<file path="src/rtl/entrada_digitos_if.sv">
`default_nettype none
// ---------------------------------------------------------------------------
// entrada_digitos_if : key-code input and MM:SS entry outputs of entrada_digitos
// Revision: 1.0
// ---------------------------------------------------------------------------
interface entrada_digitos_if;
  logic [3:0] BCD;
  logic       dado_valido;
  logic       enablen;
  logic       limpa;
  logic [3:0] min_dez;
  logic [3:0] min_uni;
  logic [3:0] seg_dez;
  logic [3:0] seg_uni;
  logic [2:0] num_digitos;
  logic       cheio;
  logic       digito_aceito;

  modport slave (
    input  BCD, dado_valido, enablen, limpa,
    output min_dez, min_uni, seg_dez, seg_uni, num_digitos, cheio, digito_aceito
  );

  modport master (
    output BCD, dado_valido, enablen, limpa,
    input  min_dez, min_uni, seg_dez, seg_uni, num_digitos, cheio, digito_aceito
  );
endinterface
`default_nettype wire

</file>
<file path="src/rtl/entrada_digitos.sv">
`default_nettype none
// ---------------------------------------------------------------------------
// entrada_digitos : debounces keypad BCD codes and shifts one digit per press
//                   into a 4-digit MM:SS entry register
// Revision: 1.0
// ---------------------------------------------------------------------------
module entrada_digitos #(
  parameter int DEBOUNCE_CYCLES = 4
) (
  input  logic              clock,
  input  logic              clearn,
  entrada_digitos_if.slave  bus
);

  localparam int CNT_W = $clog2(DEBOUNCE_CYCLES + 1);
  localparam logic [CNT_W-1:0] CNT_LAST = CNT_W'(DEBOUNCE_CYCLES - 1);
  localparam logic [CNT_W-1:0] CNT_ONE  = CNT_W'(1);

  typedef enum logic [1:0] {
    IDLE         = 2'd0,
    DEBOUNCE     = 2'd1,
    WAIT_RELEASE = 2'd2
  } state_t;

  state_t           state_q, state_d;
  logic [CNT_W-1:0] cnt_q, cnt_d;
  logic [3:0]       cap_q, cap_d;
  logic [15:0]      digits_q, digits_d;
  logic [2:0]       num_q, num_d;
  logic             aceito_q, aceito_d;
  logic             press;

  // Codes above 9 are treated exactly like an idle keypad.
  assign press = bus.dado_valido && (bus.BCD <= 4'd9);

  always_comb begin
    state_d  = state_q;
    cnt_d    = cnt_q;
    cap_d    = cap_q;
    digits_d = digits_q;
    num_d    = num_q;
    aceito_d = 1'b0;

    if (bus.limpa) begin
      digits_d = 16'h0000;
      num_d    = 3'd0;
      cnt_d    = '0;
      state_d  = bus.dado_valido ? WAIT_RELEASE : IDLE;
    end else if (bus.enablen) begin
      state_d = IDLE;
      cnt_d   = '0;
    end else begin
      case (state_q)
        IDLE: begin
          if (press) begin
            cap_d   = bus.BCD;
            cnt_d   = CNT_ONE;
            state_d = DEBOUNCE;
          end
        end
        DEBOUNCE: begin
          if (press && (bus.BCD == cap_q)) begin
            if (cnt_q == CNT_LAST) begin
              state_d = WAIT_RELEASE;
              cnt_d   = '0;
              // A full register swallows the press but still waits for release.
              if (num_q != 3'd4) begin
                digits_d = {digits_q[11:0], bus.BCD};
                num_d    = num_q + 3'd1;
                aceito_d = 1'b1;
              end
            end else begin
              cnt_d = cnt_q + CNT_ONE;
            end
          end else if (press) begin
            cap_d = bus.BCD;
            cnt_d = CNT_ONE;
          end else begin
            state_d = IDLE;
            cnt_d   = '0;
          end
        end
        WAIT_RELEASE: begin
          if (press) begin
            cnt_d = '0;
          end else if (cnt_q == CNT_LAST) begin
            state_d = IDLE;
            cnt_d   = '0;
          end else begin
            cnt_d = cnt_q + CNT_ONE;
          end
        end
        default: begin
          state_d = IDLE;
          cnt_d   = '0;
        end
      endcase
    end
  end

  always_ff @(posedge clock or negedge clearn) begin
    if (!clearn) begin
      state_q  <= IDLE;
      cnt_q    <= '0;
      cap_q    <= 4'd0;
      digits_q <= 16'h0000;
      num_q    <= 3'd0;
      aceito_q <= 1'b0;
    end else begin
      state_q  <= state_d;
      cnt_q    <= cnt_d;
      cap_q    <= cap_d;
      digits_q <= digits_d;
      num_q    <= num_d;
      aceito_q <= aceito_d;
    end
  end

  assign bus.min_dez       = digits_q[15:12];
  assign bus.min_uni       = digits_q[11:8];
  assign bus.seg_dez       = digits_q[7:4];
  assign bus.seg_uni       = digits_q[3:0];
  assign bus.num_digitos   = num_q;
  assign bus.cheio         = (num_q == 3'd4);
  assign bus.digito_aceito = aceito_q;

endmodule
`default_nettype wire
</file>
<file path="src/flat_wrapper.sv">
// flat-port wrapper written by rule: the top's interface ports become plain ports
module entrada_digitos_flat 
#(
  parameter int DEBOUNCE_CYCLES = 4
)
  (clock, clearn, bus_BCD, bus_dado_valido, bus_enablen, bus_limpa, bus_min_dez, bus_min_uni, bus_seg_dez, bus_seg_uni, bus_num_digitos, bus_cheio, bus_digito_aceito);
  entrada_digitos_if bus_i ();
  input  logic clock;
  input  logic clearn;
  input wire logic [$bits(bus_i.BCD)-1:0] bus_BCD;
  input wire logic [$bits(bus_i.dado_valido)-1:0] bus_dado_valido;
  input wire logic [$bits(bus_i.enablen)-1:0] bus_enablen;
  input wire logic [$bits(bus_i.limpa)-1:0] bus_limpa;
  output wire logic [$bits(bus_i.min_dez)-1:0] bus_min_dez;
  output wire logic [$bits(bus_i.min_uni)-1:0] bus_min_uni;
  output wire logic [$bits(bus_i.seg_dez)-1:0] bus_seg_dez;
  output wire logic [$bits(bus_i.seg_uni)-1:0] bus_seg_uni;
  output wire logic [$bits(bus_i.num_digitos)-1:0] bus_num_digitos;
  output wire logic [$bits(bus_i.cheio)-1:0] bus_cheio;
  output wire logic [$bits(bus_i.digito_aceito)-1:0] bus_digito_aceito;
  assign bus_i.BCD = bus_BCD;
  assign bus_i.dado_valido = bus_dado_valido;
  assign bus_i.enablen = bus_enablen;
  assign bus_i.limpa = bus_limpa;
  assign bus_min_dez = bus_i.min_dez;
  assign bus_min_uni = bus_i.min_uni;
  assign bus_seg_dez = bus_i.seg_dez;
  assign bus_seg_uni = bus_i.seg_uni;
  assign bus_num_digitos = bus_i.num_digitos;
  assign bus_cheio = bus_i.cheio;
  assign bus_digito_aceito = bus_i.digito_aceito;
  entrada_digitos #(.DEBOUNCE_CYCLES(DEBOUNCE_CYCLES)) u_core (.clock(clock), .clearn(clearn), .bus(bus_i));
endmodule
</file>
<file path="config.mk">
export PLATFORM = sky130hd
export DESIGN_NAME = entrada_digitos_flat
export DESIGN_NICKNAME = d
export VERILOG_FILES = /design/src/rtl/entrada_digitos_if.sv /design/src/rtl/entrada_digitos.sv /design/src/flat_wrapper.sv
export SDC_FILE = /design/constraint.sdc
export NUM_CORES = 1
export LEC_CHECK = 0
export ABC_AREA = 1
export BUFFER_PORTS_ARGS = -buffer_cell sky130_fd_sc_hd__buf_4
export CORE_MARGIN = 4
export CORE_UTILIZATION = 30
export CTS_CLUSTER_DIAMETER = 200
export DETAILED_ROUTE_END_ITERATION = 10
export PLACE_DENSITY_LB_ADDON = 0.05
export SLEW_MARGIN = 30
export SYNTH_ARGS = -nofsm -noshare
export SYNTH_HDL_FRONTEND = slang
export SYNTH_SLANG_ARGS = --single-unit
export TNS_END_PERCENT = 20
</file>
<file path="constraint.sdc">
create_clock -name clock -period 1.55 [get_ports clock]
set_input_delay 0.31 -clock clock [delete_from_list [all_inputs] [get_ports clock]]
set_output_delay 0.31 -clock clock [all_outputs]
set_load 0.005 [all_outputs]
</file>
==> results.md <==
* Complex-gate fraction of the synthesized area at 0.06689
* Cell total after placement at 284
* Leak at 1.130 nW
* Synth Area in Simple Gates at 0.3402
* Most frequent cells in the layout: nand2_1 (50), buf_4 (36), dfrtp_1 (29), nand3_1 (22), inv_1 (17)
* Root buffer cell: clkbuf_8
* Area of the multi-input gates at 733.2 µm²
* Die area at 6252 µm²
* Peak supply drop at 0.5460 mV
* Worst Hold Class: primary input to flop
* Max-slew headroom at 0.7434
* Post-synth cell types at 25
* CP max FO at 7
* XOR/XNOR share of the synthesized area at 0.005780
* Crit path launch type: flop
* Slew Viols, Final at 0
* Final WL at between 3000 and 4000 µm
* Worst Path Arrival at 1.75 ns
* MaxCap Viol Count at 0
* Routed len/inst at 12.56 µm
* 1st-iter DRT viols at 47
* Register area share after synthesis at 0.4789
* Mux share of post-synthesis cell area at 0
* Ratio of cells with drive above 1 in the final layout at 0.3519
* Clk_lat worst skew at 0.28 ns
* Drt first pass iters at 4
* RD Place Congestion at 0.8287
* Total GRT Usage at 0.1355
* Setup violators final at 0
* Syn Area/Cell at 8.103 µm²
* # DRC at 0
* Input/output buffers at 29
* Clock sink total at 29
* Reg2Reg Depth at 11
* Final Util at 0.4369
* CP Capture Type: flop
* Skew final at 0.006419 ns
* Final period util at 0.9899
* Number of nets in the layout at 244
* Post-layout power at about 1.8 mW
* Global-route wire length before repair at 6582 µm
* Die Width at 79.07 µm
* Vias at roughly 1400
* Setup TNS at 0 ns
* Worst Max-Slew Pin Slew at 0.3849 ns
* Post-Synth Adder-Cell Area at 0.02477
* Storage cell area at 725.7 µm²
* Peak Freq at about 0.65 GHz
* Minimum clock period after layout at around 1.5 ns
* CTS tree: yes
* Core area at slightly below 5000 µm²
* Worst-path clk slew at 0.07 ns
* Mapped Cells at 187
* Final Non-Filler Cells at 300
* Top Ports at 30
* Post-Synthesis Cell Area at 1515 µm²
* H-tree Lvls at 2
* Syn nets at 199
* Hold EP: u_core.digits_q[3]
* Area grow syn2layout at 38.89%
* Vias per Instance at ~4.5
* Num rows at 25
* Min-delay src: bus_BCD[3]
* Warnings from Yosys at 0
* DIE HEIGHT at 79.07 µm
* Synth Register Bits at 29
* Effective utilization at floorplan at 0.3145
* Via count of the first global-routing pass at 1361
* Status: complete, no violations
* Final Hold Fails at 0
* WP data required at approximately 1.8 ns
* CTS max path bufs at 2
* R2R Setup Slk at 0.02 ns
* Setup CP Type: flop to flop
* Commonest non-fill, non-tap cell in the layout: nand2_1
* DRT antenna net count at 0
* Hold Crit Depth at 3
* Antenna violations before repair at 0
* PwrDens at 848.8 nW/µm²
* Gr ovfl total at 0
* Dpl hpwl at 2634 µm
* Antenna diode count at 0
* Critical R2R Capture: u_core.digits_q[4]
* Filler cell count at 505
* Largest family of logic cells by synthesized area: simple AND/OR/NAND/NOR gates
* Reg2reg start: u_core.cap_q[2]
* RSZ-0062 raised after global routing: yes
* TritonCTS Buffers at 5
* Largest net degree at the start of global routing at 30
[metal layers]
metal	vias to the layer above	part of all wire	GRT usage
met4	0	0.012	0.03608
met1	640	0.43	0.1620
met5	-	0	0
met3	5	0.049	0.04195
met2	27	0.51	0.2348
li1	687	-	-
[through the flow]
| stage | hold WS (ns) | setup WS, ns | instance area, µm² |
|---|---|---|---|
| 2_1_floorplan | 0.01441 | 0.1402 | 1515 |
| 3_3_place_gp | 0.2633 | -0.01113 | 1838 |
| 3_5_place_dp | 0.2657 | -0.03972 | 1838 |
| 4_1_cts | 0.3140 | -0.01174 | 2096 |
| 5_1_grt | 0.3156 | -0.1222 | 2105 |
| 6_report | 0.3112 | 0.01561 | 2105 |
[where the power goes]
| part | internal [mW] | switching [mW] |
|---|---|---|
| Combinational | 0.103 | 0.171 |
| Sequential | 0.795 | 0.0298 |
| Clock | 0.401 | 0.287 |
[flip-flops by register name (all words and copies together), names as in the netlist]
name / cells
u_core.digits_q: 16
u_core.cap_q: 4
u_core.bus.digito_aceito: 1
u_core.bus.num_digitos: 3
u_core.state_q: 2
u_core.cnt_q: 3
[critical path: stages, from the launching register on]
cell and delay [ns]:
dfrtp_1 0.38, inv_1 0.06, nand2_1 0.07, nand2_2 0.06
nor2_4 0.14, nand3_4 0.11, nor2_4 0.12, nand2_4 0.09
buf_6 0.13, nor2_4 0.17, nand2_1 0.08, nand2_1 0.06
[kinds of logic after synthesis]
logic type               count (synthesis)
flip-flops                              29
AND/OR/NAND/NOR                        107
AO/OA/AOI/OAI                           18
adder cells (fa/ha/maj)                  3
buffers and inverters                   29
XOR/XNOR                                 1
[cell type report]
cell class / instances / share of cell area
sequential: 29 / 0.3448
timing repair buffer: 42 / 0.1760
multi-input combinational: 130 / 0.3484
inverter: 24 / 0.04281
clock inverter: 1 / 0.002378
tap: 67 / 0.03983
clock buffer: 7 / 0.04578
[how the worst max path moves through the flow]
stage / from / slack [ns] / cells past startpoint / end
after floorplan: u_core.bus.num_digitos[0] / 0.14 / 9 / u_core.bus.num_digitos[0]
after global placement: u_core.bus.num_digitos[0] / -0.01 / 9 / u_core.digits_q[14]
after detailed placement: u_core.bus.num_digitos[0] / -0.04 / 9 / u_core.digits_q[8]
after CTS: u_core.bus.num_digitos[0] / -0.01 / 10 / u_core.digits_q[14]
after global routing: u_core.cap_q[2] / -0.12 / 11 / u_core.bus.num_digitos[1]
final: u_core.cap_q[2] / 0.02 / 11 / u_core.digits_q[4]
[cells in the mapped netlist]
| cell type | number | area share |
|---|---|---|
| o21ai_1 | 5 | 0.017 |
| nand4_1 | 4 | 0.017 |
| buf_1 | 1 | 0.0025 |
| a211oi_1 | 1 | 0.0050 |
| xnor2_1 | 1 | 0.0058 |
| inv_1 | 19 | 0.047 |
| nor3_4 | 1 | 0.011 |
| nand3_1 | 23 | 0.076 |
| buf_2 | 2 | 0.0066 |
| nand3_2 | 1 | 0.0066 |
| nor2_4 | 3 | 0.022 |
| o22ai_1 | 1 | 0.0041 |
| nand2_4 | 1 | 0.0074 |
| o21ai_0 | 6 | 0.020 |
| nand2_2 | 2 | 0.0083 |
| dfrtp_1 | 29 | 0.48 |
| buf_6 | 2 | 0.015 |
| nor2_1 | 10 | 0.025 |
| a21oi_1 | 4 | 0.013 |
| nand2_1 | 59 | 0.15 |
| ha_1 | 3 | 0.025 |
| inv_2 | 5 | 0.012 |
| o31ai_2 | 1 | 0.0083 |
| nor2_8 | 1 | 0.013 |
| nor2_2 | 2 | 0.0083 |
[repair_timing]
| action | in CTS | in global routing |
|---|---|---|
| pin swaps | 12 | 10 |
| resized for setup | 13 | 9 |
| gates cloned | 2 | 0 |
| endpoints found under the setup margin | 18 | 27 |
| endpoints found under the hold margin | 29 | 0 |
| hold buffers | 1 | 0 |
| buffers inserted | 6 | 0 |
(Power assumes the default switching activity.)
